$ cat config.mk
export PLATFORM = sky130hd
export DESIGN_NAME = multicycle_control
export DESIGN_NICKNAME = d
export VERILOG_FILES = /design/src/rtl/mc_pkg.sv /design/src/rtl/mc_ctrl_decode.sv /design/src/rtl/multicycle_control.sv
export SDC_FILE = /design/constraint.sdc
export NUM_CORES = 1
export LEC_CHECK = 0
export CORE_AREA = 8 8 80 82
export CTS_CLUSTER_DIAMETER = 120
export DETAILED_ROUTE_END_ITERATION = 8
export DIE_AREA = 0 0 88 90
export GPL_ROUTABILITY_DRIVEN = 0
export PLACE_DENSITY = 0.8
export SLEW_MARGIN = 20
export SYNTH_ARGS = -nofsm -noshare
export SYNTH_HDL_FRONTEND = slang
export SYNTH_HIERARCHICAL = 1
export SYNTH_SLANG_ARGS = --single-unit
$ cat constraint.sdc
create_clock -name clk -period 2.08 [get_ports clk]
set_input_delay 0.416 -clock clk [delete_from_list [all_inputs] [get_ports clk]]
set_output_delay 0.416 -clock clk [all_outputs]
set_load 0.1 [all_outputs]
$ cat src/rtl/mc_pkg.sv
// mc_pkg: shared state encodings, opcodes and datapath select codes for the multicycle controller
package mc_pkg;
    typedef enum logic [3:0] {
        S_FETCH  = 4'd0,
        S_DECODE = 4'd1,
        S_MEMADR = 4'd2,
        S_MEMRD  = 4'd3,
        S_MEMWB  = 4'd4,
        S_MEMWR  = 4'd5,
        S_EXEC   = 4'd6,
        S_RWB    = 4'd7,
        S_BEQ    = 4'd8,
        S_JUMP   = 4'd9,
        S_ADDIEX = 4'd10,
        S_ADDIWB = 4'd11
    } state_t;
    localparam logic [5:0] OP_LW    = 6'b100011;
    localparam logic [5:0] OP_SW    = 6'b101011;
    localparam logic [5:0] OP_RTYPE = 6'b000000;
    localparam logic [5:0] OP_BEQ   = 6'b000100;
    localparam logic [5:0] OP_J     = 6'b000010;
    localparam logic [5:0] OP_ADDI  = 6'b001000;
    localparam logic [1:0] ALUOP_ADD   = 2'b00;
    localparam logic [1:0] ALUOP_SUB   = 2'b01;
    localparam logic [1:0] ALUOP_FUNCT = 2'b10;
    localparam logic [1:0] SRCB_REG   = 2'b00;
    localparam logic [1:0] SRCB_FOUR  = 2'b01;
    localparam logic [1:0] SRCB_IMM   = 2'b10;
    localparam logic [1:0] SRCB_SHIMM = 2'b11;
    localparam logic [1:0] PCSRC_ALU    = 2'b00;
    localparam logic [1:0] PCSRC_ALUOUT = 2'b01;
    localparam logic [1:0] PCSRC_JUMP   = 2'b10;
endpackage

$ cat src/rtl/mc_ctrl_decode.sv
// mc_ctrl_decode: Moore decode of the registered state into datapath control signals
module mc_ctrl_decode
    import mc_pkg::*;
(
    input  state_t     state,
    input  logic       fetch_ok,
    output logic       PCWrite,
    output logic       PCWriteCond,
    output logic       IorD,
    output logic       MemRead,
    output logic       MemWrite,
    output logic       MemtoReg,
    output logic       IRWrite,
    output logic       ALUSrcA,
    output logic       RegWrite,
    output logic       RegDst,
    output logic [1:0] ALUOp,
    output logic [1:0] ALUSrcB,
    output logic [1:0] PCSource
);
    // per-state control table; fetch_ok gates the IR/PC update until memory returns data
    always_comb begin
        PCWrite     = 1'b0;
        PCWriteCond = 1'b0;
        IorD        = 1'b0;
        MemRead     = 1'b0;
        MemWrite    = 1'b0;
        MemtoReg    = 1'b0;
        IRWrite     = 1'b0;
        ALUSrcA     = 1'b0;
        RegWrite    = 1'b0;
        RegDst      = 1'b0;
        ALUOp       = ALUOP_ADD;
        ALUSrcB     = SRCB_REG;
        PCSource    = PCSRC_ALU;
        case (state)
            S_FETCH: begin
                MemRead = 1'b1;
                IRWrite = fetch_ok;
                PCWrite = fetch_ok;
                ALUSrcB = SRCB_FOUR;
            end
            S_DECODE: ALUSrcB = SRCB_SHIMM;
            S_MEMADR: begin
                ALUSrcA = 1'b1;
                ALUSrcB = SRCB_IMM;
            end
            S_MEMRD: begin
                MemRead = 1'b1;
                IorD    = 1'b1;
            end
            S_MEMWB: begin
                RegWrite = 1'b1;
                MemtoReg = 1'b1;
            end
            S_MEMWR: begin
                MemWrite = 1'b1;
                IorD     = 1'b1;
            end
            S_EXEC: begin
                ALUSrcA = 1'b1;
                ALUOp   = ALUOP_FUNCT;
            end
            S_RWB: begin
                RegWrite = 1'b1;
                RegDst   = 1'b1;
            end
            S_BEQ: begin
                ALUSrcA     = 1'b1;
                ALUOp       = ALUOP_SUB;
                PCWriteCond = 1'b1;
                PCSource    = PCSRC_ALUOUT;
            end
            S_JUMP: begin
                PCWrite  = 1'b1;
                PCSource = PCSRC_JUMP;
            end
            S_ADDIEX: begin
                ALUSrcA = 1'b1;
                ALUSrcB = SRCB_IMM;
            end
            S_ADDIWB: RegWrite = 1'b1;
            default: ;
        endcase
    end
endmodule

$ cat src/rtl/multicycle_control.sv
// multicycle_control: multicycle MIPS control FSM with retire pulse and retired-instruction counter
module multicycle_control
    import mc_pkg::*;
(
    input  logic        clk,
    input  logic        rst,
    input  logic [5:0]  opcode,
    input  logic        mem_ready,
    output logic        PCWrite,
    output logic        PCWriteCond,
    output logic        IorD,
    output logic        MemRead,
    output logic        MemWrite,
    output logic        MemtoReg,
    output logic        IRWrite,
    output logic        ALUSrcA,
    output logic        RegWrite,
    output logic        RegDst,
    output logic [1:0]  ALUOp,
    output logic [1:0]  ALUSrcB,
    output logic [1:0]  PCSource,
    output logic [3:0]  state,
    output logic        instr_done,
    output logic        illegal_op,
    output logic [31:0] retired
);
    state_t cur, nxt;
    logic   done, illegal;

    assign state      = cur;
    assign instr_done = done & ~rst;
    assign illegal_op = illegal & ~rst;

    mc_ctrl_decode u_decode (
        .state       (cur),
        .fetch_ok    (mem_ready & ~rst),
        .PCWrite     (PCWrite),
        .PCWriteCond (PCWriteCond),
        .IorD        (IorD),
        .MemRead     (MemRead),
        .MemWrite    (MemWrite),
        .MemtoReg    (MemtoReg),
        .IRWrite     (IRWrite),
        .ALUSrcA     (ALUSrcA),
        .RegWrite    (RegWrite),
        .RegDst      (RegDst),
        .ALUOp       (ALUOp),
        .ALUSrcB     (ALUSrcB),
        .PCSource    (PCSource)
    );

    // state register; reset abandons whatever instruction is in flight
    always_ff @(posedge clk or posedge rst) begin
        if (rst) cur <= S_FETCH;
        else     cur <= nxt;
    end

    // next state, plus retire/illegal flags raised on the cycle that returns to FETCH
    always_comb begin
        nxt     = cur;
        done    = 1'b0;
        illegal = 1'b0;
        case (cur)
            S_FETCH:  nxt = mem_ready ? S_DECODE : S_FETCH;
            S_DECODE: begin
                case (opcode)
                    OP_LW, OP_SW: nxt = S_MEMADR;
                    OP_RTYPE:     nxt = S_EXEC;
                    OP_BEQ:       nxt = S_BEQ;
                    OP_J:         nxt = S_JUMP;
                    OP_ADDI:      nxt = S_ADDIEX;
                    default: begin
                        nxt     = S_FETCH;
                        illegal = 1'b1;
                    end
                endcase
            end
            S_MEMADR: nxt = (opcode == OP_SW) ? S_MEMWR : S_MEMRD;
            S_MEMRD:  nxt = mem_ready ? S_MEMWB : S_MEMRD;
            S_MEMWR: begin
                nxt  = mem_ready ? S_FETCH : S_MEMWR;
                done = mem_ready;
            end
            S_EXEC:   nxt = S_RWB;
            S_ADDIEX: nxt = S_ADDIWB;
            S_MEMWB, S_RWB, S_BEQ, S_JUMP, S_ADDIWB: begin
                nxt  = S_FETCH;
                done = 1'b1;
            end
            default:  nxt = S_FETCH;
        endcase
    end

    // retired-instruction counter, wraps naturally at 32 bits
    always_ff @(posedge clk or posedge rst) begin
        if (rst)             retired <= 32'd0;
        else if (instr_done) retired <= retired + 32'd1;
    end
endmodule
* Yosys cells after proc, flatten, opt, wreduce, memory -nomap -nowiden
Cells that the tools add are included.
** Cells by class
- $add $sub $neg :: 1
- Equality and inequality tests :: 16
- Muxes and demuxes :: 22
- Bitwise gates (word level) :: 4
- Reduce and logical (&&, ||, !) cells :: 10
** Operators by type and width (number)
- $add A32 B1 Y32 const B :: 1
- $pmux W4 S7 :: 1
- $pmux W4 S5 :: 1
- $eq A4 B3 Y1 const B :: 4
- $eq A4 B4 Y1 const B :: 4
- $eq A6 B6 Y1 const B :: 2
- $mux W1 :: 12
- $mux W3 :: 3
- $eq A4 B2 Y1 const B :: 2
- $pmux W2 S2 :: 2
- $reduce_or A2 Y1 :: 4
- $eq A6 B2 Y1 const B :: 1
- $eq A6 B3 Y1 const B :: 1
- $eq A6 B4 Y1 const B :: 1
- $logic_not A6 Y1 :: 1
- $pmux W2 S3 :: 1
- $reduce_or A6 Y1 :: 1
- $reduce_or A5 Y1 :: 1
- $eq A4 B1 Y1 const B :: 1
- $logic_not A4 Y1 :: 1
- $pmux W1 S2 :: 2
- $reduce_or A4 Y1 :: 1
- $and A1 B1 Y1 :: 3
- $reduce_or A3 Y1 :: 1
- $not A1 Y1 :: 1
** Storage, ports and cells
- Flip-flop bits (word level) :: 36
- Input bits :: 9
- Output and inout bits :: 54
- Word-level logic and storage cells :: 55

* Depth between registers and ports, before layout
Gate-level depths: netlist of run 1.
- Word-level depth :: 5
- Gate-level depth with buffers :: 8
- Gate-level depth less buffers :: 6

* By module
The synthesis of run 1 kept the hierarchy.
** Modules (own cells, without submodules)
- multicycle_control :: instances 1, cells each 190, area an instance 1886.8 um2, seq. area each 900.9 um2
- mc_ctrl_decode :: instances 1, cells each 33, area an instance 220.2 um2, seq. area each 0.0 um2

* Worst setup path before layout of run 1
No wires, ideal clock.
- Kind :: register to output
- Start point :: register cur[1], in the netlist state[1]
- End point :: output MemRead
- Arrival :: 3.673 ns
- Data required time :: 1.664 ns
- Setup slack :: -2.009 ns
- Cell stages (with the launch flop) :: 4
- Path buffers :: 1
- Cell sequence :: dfrtp_1 -> buf_2 -> nand2_1 -> a211oi_1
** On the way
- Longest elaborated chain between the ends :: 3
- Elaborated cells on any way between the ends :: 4
- Those cells by class :: eq/ne (1); mux (1); reduce/logical (2)
** RTL lines
- start, declared :: line multicycle_control.sv:27 : state_t cur, nxt;
- start signal, assigned :: line multicycle_control.sv:55 : else cur <= nxt;
- $eq A4 B2 Y1 / $logic_not A4 Y1 (equally long branches) :: line mc_ctrl_decode.sv:36 : case (state)
- $reduce_or A2 Y1 (no source line) *
- $mux W1 * :: line mc_ctrl_decode.sv:36
- end, declared :: line multicycle_control.sv:12 : output logic MemRead,
Every way passes the cells marked *; elsewhere a longest branch is shown, timed or not.

* Final worst setup path of run 1
- Start point :: register cur[1], in the netlist state[1]
- End point :: output instr_done
** On the way
- Longest elaborated chain between the ends :: 4
- Elaborated cells on any way between the ends :: 9
- Those cells by class :: eq/ne (6); mux (1); bitwise (1); reduce/logical (1)
** RTL lines
- $eq A4 B3 Y1 / $eq A4 B4 Y1 (equally long branches) :: line multicycle_control.sv:63 : case (cur)
- $reduce_or A5 Y1 :: line multicycle_control.sv:63
- $pmux W1 S2 * :: line multicycle_control.sv:63
- $and A1 B1 Y1 * :: line multicycle_control.sv:31 : assign instr_done = done & ~rst;
- end, declared :: line multicycle_control.sv:23 : output logic instr_done,
Marks and branches as above.

==> results.yml, run 1 <==
sta:
  fin_worst_skew_ns: 0.007473
  relSlewSlack: 0.6789
  post-route-period-util: 1.072
  hold_viol: 0
  layout_min_cycle_time_ns: 2.231
  rsz0062_at_grt: "true"
  worst_slack_ns: -0.1506
  maxSlewViolCount: 0
  setup_viol: 12
  clock.fmax_mhz: 448.3
  holdWs_ns: 0.4747
  worstMarginPinSlew_ns: 0.4773
global_route:
  grt_pass1_vias: 2268
  overflow: 0
  grtUsageTotal: 0.1714
  grt_pass1_wl_um: 10970
  antenna_found_initial: 0
  grt_max_degree: 37
yosys:
  syn_nets: 233
  ys_ff_latch: 36
  synth_edf_count: 0
  ys_async_sr_fraction: 1.000
  syn_area_per_cell_um2: 9.449
  syn_area_um2: 2107
  ys.flop_type: "dfrtp_1"
  syn_inst: 223
  synth_warnings: 6
  synth_cell_type_count: 45
  ys_seq_area_frac: 0.4276
route:
  detailroute.via_count: 2124
  drtIter0Drc: 172
  post_drt_via_cell_ratio: 5.284
  routed_wl_um: 6753
  drt_first_pass_iters: 4
  wl_per_cell_um: 16.80
  drc: 0
  drtAntennaViolNets: 0
finish:
  layout-drive-gt1-share: 0.5485
  final_area_um2: 3806
  diodes: 0
  area_growth_pct: 80.64
  fill_cells: 346
  fin_nets: 339
run_status:
  outcome: "complete, but fails checks"
  violations: "negative setup slack"
die:
  die_h_um: 90
  ios: 63
  rows: 27
  dieWidth_um: 88
  core-area_um2: 5236
  die-area_um2: 7920
  start_util: 0.4024
clock_tree:
  cts_buffers: 5
  clk_latency_ns: 0.29
  htree_levels: 2
  cts_sinks: 36
  clkSlewWorstSetupHoldPaths_ns: 0.08
  cts_tree: "done"
  clockBufferDepth: 2
  root_buffer: "clkbuf_8"
critical_path:
  cp-end-kind: "output pin"
  r2r_end: "retired[17]$_DFFE_PP0P_"
  cp_max_fo: 3
  cp-start-kind: "flip-flop"
  criticalPathCategory: "flip-flop to output pin"
  r2r-start: "state[1]$_DFF_PP0_"
  crit_arrival_ns: 1.81
  reg2reg_slack_ns: -0.06
  cp.required_ns: 1.66
  reg2reg_depth: 6
place:
  dpl_cell_area_um2: 3421
  dpl.hpwl_um: 4666
  io_buffers: 62
  place_ws_ns: -0.4288
worst_hold_path:
  hold_class: "input pin to async pin"
pwr:
  power_leakage_nw: 1.682
  max-vdd-ir-drop_uv: 696.6
  powerDensity_nw_per_um2: 889.6
flow_run:
  cap_viol_max_count: 0
## how the worst max path moves through the flow
stage                                   end  cells after the start               start
CTS                              instr_done                      5  state[3]$_DFF_PP0_
global route                     instr_done                      7  state[3]$_DFF_PP0_
floorplan           retired[27]$_DFFE_PP0P_                      8  state[3]$_DFF_PP0_
finish                           instr_done                      5  state[1]$_DFF_PP0_
detailed placement  retired[29]$_DFFE_PP0P_                      6                 rst
global placement    retired[29]$_DFFE_PP0P_                      6                 rst
## state kept, by name, indices dropped and copies added (netlist names)
register	flops
state	4
retired	32
## logic make-up (layout without fill, tap and decap cells)
kind of cell / Yosys count / in the layout / synth area share
fa+ha+maj: 1 / 1 / 0.005937
compound gates: 20 / 20 / 0.06057
simple gates: 118 / 118 / 0.3201
buf+inv: 14 / 121 / 0.04453
flops: 36 / 36 / 0.4276
xor+xnor: 34 / 34 / 0.1413
## layer usage
| metal | global-route usage | routed length, µm | vias to the layer above |
|---|---|---|---|
| met1 | 0.1931 | 2744 | 1059 |
| met3 | 0.03458 | 290 | 13 |
| met5 | 0 | 0 | - |
| met4 | 0.07174 | 141 | 0 |
| met2 | 0.3001 | 3577 | 60 |
| li1 | - | - | 992 |
## repair_timing
action / CTS / global route
hold buffers: 0 / 0
cloned: 1 / 0
setup endpoints to repair: 22 / 24
pin swaps: 13 / 15
buffers inserted: 11 / 4
resized for setup: 27 / 15
## cell usage after synthesis, drive strengths merged (3+ instances only)
cell / n / share of area
a21oi: 4 / 0.0095
inv: 4 / 0.0071
nand4: 10 / 0.030
nor3: 14 / 0.040
xor2: 16 / 0.067
and3: 8 / 0.025
nand3: 13 / 0.031
nand2: 22 / 0.039
nand2b: 6 / 0.018
nor2: 21 / 0.037
nor4b: 3 / 0.023
dfrtp: 36 / 0.43
xnor2: 18 / 0.075
or2: 3 / 0.0089
buf: 8 / 0.029
nor4: 4 / 0.012
o21ai: 7 / 0.017
## final cells by class
type	instances	area [µm²]	area share
multi-input cells	173	1430	0.3757
repair buffers	109	1222	0.3212
flip-flops and latches	36	957.2	0.2515
well taps	72	90.09	0.02367
clock buffers	5	68.82	0.01808
clock inverters	3	18.77	0.004931
inverters	4	18.77	0.004931
## report_power, final
group	switching (mW)	internal, mW
Combinational	1.26	0.801
Sequential	0.0735	0.760
Clock	0.258	0.233
## critical path: stages (launching register included)
cell	delay [ns]
dfrtp_4	0.48
nor2b_4	0.13
or3_4	0.39
or2_4	0.26
clkinvlp_4	0.09
buf_12	0.17
## placed cells by master (no fill, tap or decap), drive strengths merged, types with 2 or more instances in the layout
cell           netlist  routed
a211oi               2       2
a21oi                4       4
and3                 8       8
and4                 2       2
buf                  8     100
clkbuf               2       5
clkdlybuf4s50        0       4
clkinv               0       3
dfrtp               36      36
dlygate4sd2          0       2
dlymetal6s2s         0       2
inv                  4       3
nand2               22      22
nand2b               6       6
nand3               13      13
nand4               10      10
nor2                21      21
nor3                14      14
nor3b                2       2
nor4                 4       4
nor4b                3       3
o21ai                7       7
o22ai                2       2
or2                  3       3
or3                  2       2
or3b                 2       2
xnor2               18      18
xor2                16      16
## metrics by stage
stage                     cells  total power [mW]  utilization  setup TNS, ns
after floorplan             223             2.147            -         -8.081
after global placement      379             2.663       0.6533         -4.033
after detailed placement    379             2.689       0.6533         -6.239
after CTS                   399             3.368       0.7111         -1.027
after global routing        402             3.496       0.7269         -1.477
final                       402             3.386       0.7269        -0.7489
Note: power is estimated with default switching activity, not from simulation.
==> inputs of run 2 (changes only) <==
--- a/config.mk
+++ b/config.mk
@@ -5,13 +5,13 @@
 export SDC_FILE = /design/constraint.sdc
 export NUM_CORES = 1
 export LEC_CHECK = 0
-export CORE_AREA = 8 8 80 82
+export ABC_AREA = 1
+export CORE_AREA = 8 8 85 87
 export CTS_CLUSTER_DIAMETER = 120
 export DETAILED_ROUTE_END_ITERATION = 8
-export DIE_AREA = 0 0 88 90
+export DIE_AREA = 0 0 93 95
 export GPL_ROUTABILITY_DRIVEN = 0
-export PLACE_DENSITY = 0.8
-export SLEW_MARGIN = 20
+export PLACE_DENSITY = 0.81
 export SYNTH_ARGS = -nofsm -noshare
 export SYNTH_HDL_FRONTEND = slang
 export SYNTH_HIERARCHICAL = 1
==> results.yml, run 2 <==
critical_path:
  criticalPathCategory: "flip-flop to output pin"
  cp-end-kind: "output pin"
  cp_max_fo: 10
  crit_top_cell: "nand2_2"
  max_stage_delay_ns: 0.55
  cp_slowest_cell: "dfrtp_4"
  crit_arrival_ns: 1.60
  path_cells: "nand2_2 > nand2_2 > a21oi_4 > buf_12"
  cp-start-kind: "flip-flop"
  cp.required_ns: 1.66
clock_tree:
  root_buffer: "clkbuf_8"
  clkSlewWorstSetupHoldPaths_ns: 0.07
  cts_tree: "done"
  cts_buffers: 5
  clockBufferDepth: 2
  htree_levels: 2
  clk_latency_ns: 0.30
  cts_sinks: 36
  ctsHoldBuffers: 0
yosys:
  ys_async_sr_fraction: 1.000
  ys_seq_area_frac: 0.3488
  synth_common_cells: "nand2_1, nor2_1, inv_1"
  synth_edf_count: 0
  syn_inst: 408
  ys.flop_type: "dfrtp_1"
  synth_warnings: 6
  synth_top_area_frac: 0.3488
  synth_cell_type_count: 26
  ys_ff_latch: 36
  synth_top_area_cell: "dfrtp_1"
  yosysMostFrequentCell: "nand2_1"
  synth_area_leaders: "dfrtp_1, nand2_1, nor2_1"
  syn_area_um2: 2582
  syn_nets: 418
  syn_area_per_cell_um2: 6.330
place:
  dpl.hpwl_um: 6100
  io_buffers: 62
  dpl_cell_area_um2: 3635
  place_ws_ns: -0.07349
route:
  wl_per_cell_um: 13.65
  drtAntennaViolNets: 0
  drtIter0Drc: 173
  routed_wl_um: 7713
  drc: 0
  drt_first_pass_iters: 4
  post_drt_via_cell_ratio: 5.078
  detailroute.via_count: 2869
global_route:
  antenna_found_initial: 0
  grt_pass1_vias: 2793
  grt_pass1_wl_um: 12990
  grt_max_degree: 23
  overflow: 0
  grtUsageTotal: 0.1813
worst_hold_path:
  hold_class: "flip-flop to flip-flop"
finish:
  largest_register_ffs: 32
  fill_cells: 494
  area_growth_pct: 46.12
  regMostFlops: "retired"
  diodes: 0
  final_area_um2: 3774
  fin_nets: 499
  layout-drive-gt1-share: 0.2714
  mostFrequentLayoutCell: "nand2_1"
  final_cell_mix: "nand2_1, nor2_1, buf_4, inv_1, dfrtp_1"
die:
  start_util: 0.4441
  ios: 63
  die-area_um2: 8835
  rows: 28
  core-area_um2: 5816
  die_h_um: 95
  dieWidth_um: 93
sta:
  maxSlewViolCount: 0
  hold_viol: 0
  holdWs_ns: 0.5279
  rsz0062_at_grt: "false"
  worstMarginPinSlew_ns: 0.5638
  clock.fmax_mhz: 496.1
  post-route-period-util: 0.9692
  relSlewSlack: 0.6237
  worst_slack_ns: 0.06408
  setup_viol: 0
  layout_min_cycle_time_ns: 2.016
  fin_worst_skew_ns: 0.007740
pwr:
  power_leakage_nw: 1.741
  max-vdd-ir-drop_uv: 882.3
  powerDensity_nw_per_um2: 1084
run_status:
  outcome: "finished clean"
flow_run:
  cap_viol_max_count: 0
## run 2: area by class of cell
cell class | instances | area, µm² | area share
clock inverter | 1 | 5.005 | 0.001326
tap | 75 | 93.84 | 0.02487
sequential | 36 | 915.9 | 0.2427
inverter | 50 | 191.4 | 0.05073
clock buffer | 7 | 76.32 | 0.02023
timing repair buffer | 80 | 888.4 | 0.2354
multi-input combinational | 316 | 1603 | 0.4247
## run 2: repair_timing
item                                   in CTS  in global routing
setup endpoints to repair                   1                  4
pin swaps                                   3                  1
setup buffers                               4                  1
endpoints found under the hold margin       0                  0
resized for setup                           9                  5
## run 2: critical path: cells and delay by family, from the launching register on
family,cells,cell delay (ns)
AOI/OAI and AO/OA,1,0.15
buffers and inverters,1,0.19
DFF,1,0.55
and+or+nand+nor,2,0.40
## run 2: cell families after synthesis
family | Yosys count | synth area share
flops | 36 | 0.3488
compound gates | 11 | 0.02470
fa+ha+maj | 1 | 0.004844
xor+xnor | 15 | 0.05087
simple gates | 289 | 0.4801
buf+inv | 56 | 0.09060
## run 2: through the flow
step	setup TNS, ns	power [mW]	instances	util
after floorplan	-0.8023	2.760	408	-
after global placement	-0.04529	3.515	552	0.6250
after detailed placement	-0.07349	3.552	552	0.6250
after CTS	0	4.074	564	0.6446
after global routing	0	4.254	565	0.6489
final	0	4.089	565	0.6489
## run 2: final timing paths
path	slack, ns	cells past startpoint	from	endpoint
worst max-delay path	0.06	4	state[0]$_DFF_PP0_	RegWrite
worst min-delay path	0.53	1	retired[10]$_DFFE_PP0P_	retired[10]$_DFFE_PP0P_
worst max register to register	0.38	8	state[3]$_DFF_PP0_	retired[8]$_DFFE_PP0P_
worst min register to register	0.53	1	retired[10]$_DFFE_PP0P_	retired[10]$_DFFE_PP0P_
max in group asynchronous	0.92	4	rst	retired[7]$_DFFE_PP0P_
min in group asynchronous	0.67	3	rst	state[1]$_DFF_PP0_
## run 2: routing by layer
layer / track usage / up-vias / wire, µm
met3: 0.03810 / 15 / 498
met4: 0.05638 / 0 / 111
met5: 0 / - / 0
li1: - / 1425 / -
met2: 0.3213 / 96 / 3971
met1: 0.2142 / 1333 / 3132
## run 2: where the power goes
| part | leakage (nW) | switching (mW) | total (mW) | internal [mW] |
|---|---|---|---|---|
| combinational | 1.22 | 1.90 | 2.67 | 0.778 |
| clock | 0.0422 | 0.249 | 0.484 | 0.235 |
| sequential | 0.478 | 0.140 | 0.932 | 0.792 |
| total | 1.74 | 2.28 | 4.09 | 1.80 |
==> inputs of run 3 (changes only) <==
--- a/config.mk
+++ b/config.mk
@@ -6,12 +6,12 @@
 export NUM_CORES = 1
 export LEC_CHECK = 0
 export ABC_AREA = 1
-export CORE_AREA = 8 8 85 87
+export CORE_AREA = 8 8 79 81
 export CTS_CLUSTER_DIAMETER = 120
 export DETAILED_ROUTE_END_ITERATION = 8
-export DIE_AREA = 0 0 93 95
+export DIE_AREA = 0 0 87 89
 export GPL_ROUTABILITY_DRIVEN = 0
-export PLACE_DENSITY = 0.81
+export PLACE_DENSITY = 0.89
 export SYNTH_ARGS = -nofsm -noshare
 export SYNTH_HDL_FRONTEND = slang
 export SYNTH_HIERARCHICAL = 1
==> constraint.sdc (replaced) <==
create_clock -name clk -period 2.4 [get_ports clk]
set_input_delay 0.48 -clock clk [delete_from_list [all_inputs] [get_ports clk]]
set_output_delay 0.48 -clock clk [all_outputs]
set_load 0.1 [all_outputs]
==> results.yml, run 3 (synthesized netlist as in run 2, its figures left out) <==
sta:
  relSlewSlack: 0.6956
  hold_viol: 0
  fin_worst_skew_ns: 0.006269
  clock.fmax_mhz: 452.7
  post-route-period-util: 0.9204
  setup_viol: 0
  maxSlewViolCount: 0
  worstMarginPinSlew_ns: 0.4566
  final.setup.tns_ns: 0
  layout_min_cycle_time_ns: 2.209
  rsz0062_at_grt: "false"
  holdWs_ns: 0.5467
finish:
  largest_register_ffs: 32
  fin_cells: 544
  fin_nets: 484
  diodes: 0
  final_cell_mix: "nand2_1, nor2_1, inv_1, buf_4, dfrtp_1"
  fill_cells: 388
  area_growth_pct: 38.66
  mostFrequentLayoutCell: "nand2_1"
  regMostFlops: "retired"
  layout-drive-gt1-share: 0.2278
pwr:
  switchingPower_mw: 1.926
  clkPwrFrac: 0.121
  swShare: 0.5725
  powerDensity_nw_per_um2: 939.3
  p_seq_frac: 0.241
  p_int_mw: 1.438
  power_leakage_nw: 1.700
  finalPower_mw: 3.364
  max-vdd-ir-drop_uv: 1695
  p_comb_frac: 0.637
die:
  die_h_um: 89
  ios: 63
  core-area_um2: 4977
  dieWidth_um: 87
  die-area_um2: 7743
  start_util: 0.5189
  rows: 26
clock_tree:
  cts_buffers: 5
  cts_setup_buffers: 0
  cts_sinks: 36
  cts_tree: "done"
  clk_latency_ns: 0.29
  ctsHoldBuffers: 0
  clkSlewWorstSetupHoldPaths_ns: 0.07
  ctsResizeCount: 0
  clockBufferDepth: 2
  htree_levels: 2
  root_buffer: "clkbuf_8"
place:
  dpl.hpwl_um: 5775
  dp_cells: 537
  io_buffers: 62
route:
  drc: 0
  post_drt_via_cell_ratio: 5.088
  drtIter0Drc: 260
  detailroute.via_count: 2768
  wl_per_cell_um: 13.62
  routed_wl_um: 7411
  drt_first_pass_iters: 7
  drtAntennaViolNets: 0
critical_path:
  cp-start-kind: "input pin"
  r2r-start: "state[1]$_DFF_PP0_"
  reg2reg_depth: 9
  criticalPathCategory: "input pin to output pin"
  crit_arrival_ns: 1.73
  endpoint: "IRWrite"
  reg2reg_slack_ns: 0.73
  cp.required_ns: 1.92
  startpoint: "rst"
  r2r_end: "retired[13]$_DFFE_PP0P_"
  cp_max_fo: 4
  cp-end-kind: "output pin"
global_route:
  antenna_found_initial: 0
  grt_pass1_vias: 2760
  overflow: 0
  grtUsageTotal: 0.2033
  grt_pass1_wl_um: 12630
  grt_max_degree: 44
flow_run:
  cap_viol_max_count: 0
run_status:
  outcome: "finished clean"
worst_hold_path:
  hold_class: "flip-flop to flip-flop"
==> run 3: changes by cell type in the layout (fill, tap and decap cells not counted), sizes merged <==
| cell | delta |
|---|---|
| inv | +1 |
| buf | -15 |
| clkbuf | -1 |
| clkinvlp | -1 |
| dlygate4sd2 | -6 |
| dlymetal6s2s | +6 |
==> run 3: how the worst min path moves through the flow <==
stage	startpoint	endpoint	depth (start not counted)
finish	retired[11]$_DFFE_PP0P_	retired[11]$_DFFE_PP0P_	1
floorplan	rst	retired[0]$_DFFE_PP0P_	1
detailed placement	retired[8]$_DFFE_PP0P_	retired[8]$_DFFE_PP0P_	1
global route	retired[9]$_DFFE_PP0P_	retired[9]$_DFFE_PP0P_	1
global placement	retired[31]$_DFFE_PP0P_	retired[31]$_DFFE_PP0P_	2
CTS	retired[11]$_DFFE_PP0P_	retired[11]$_DFFE_PP0P_	1
==> run 3: critical path: stages <==
cell and delay (ns):
clkdlybuf4s50_1 0.53, nor2_2 0.23, nand3_1 0.17, inv_1 0.14, buf_12 0.18
==> run 3: layer usage <==
| metal | share of wire | up-vias | wire length [µm] | track usage |
|---|---|---|---|---|
| met1 | 0.42 | 1266 | 3094 | 0.2395 |
| met5 | 0 | - | 0 | 0 |
| met3 | 0.065 | 13 | 481 | 0.04412 |
| met4 | 0.018 | 0 | 131 | 0.07668 |
| li1 | - | 1389 | - | - |
| met2 | 0.50 | 100 | 3703 | 0.3546 |
==> run 3: cell type report <==
type,instances,area (µm²),share of cell area
clock inverters,1,5.005,0.001398
inverters,50,187.7,0.05241
repair buffers,65,760.7,0.2124
clock buffers,6,72.57,0.02027
flip-flops and latches,36,910.9,0.2544
well taps,70,87.58,0.02446
multi-input cells,316,1556,0.4347
==> run 3: through the flow <==
stage               worst slack (ns)    util  area (µm²)
finish                        0.1910  0.7195        3581
global route                  0.1354  0.7195        3581
CTS                          0.01175  0.7159        3563
detailed placement           0.02572  0.7004        3486
global placement              0.1389  0.7004        3486
floorplan                   0.002672       -        2699
==> run 3: power by group through the flow <==
stage	combinational [mW]	clock [mW]	sequential, mW
2_1_floorplan	1.08	0	1.26
3_3_place_gp	2.12	0	0.818
6_report	2.14	0.408	0.812
5_1_grt	2.22	0.437	0.825
4_1_cts	2.15	0.412	0.811
3_5_place_dp	2.15	0	0.822
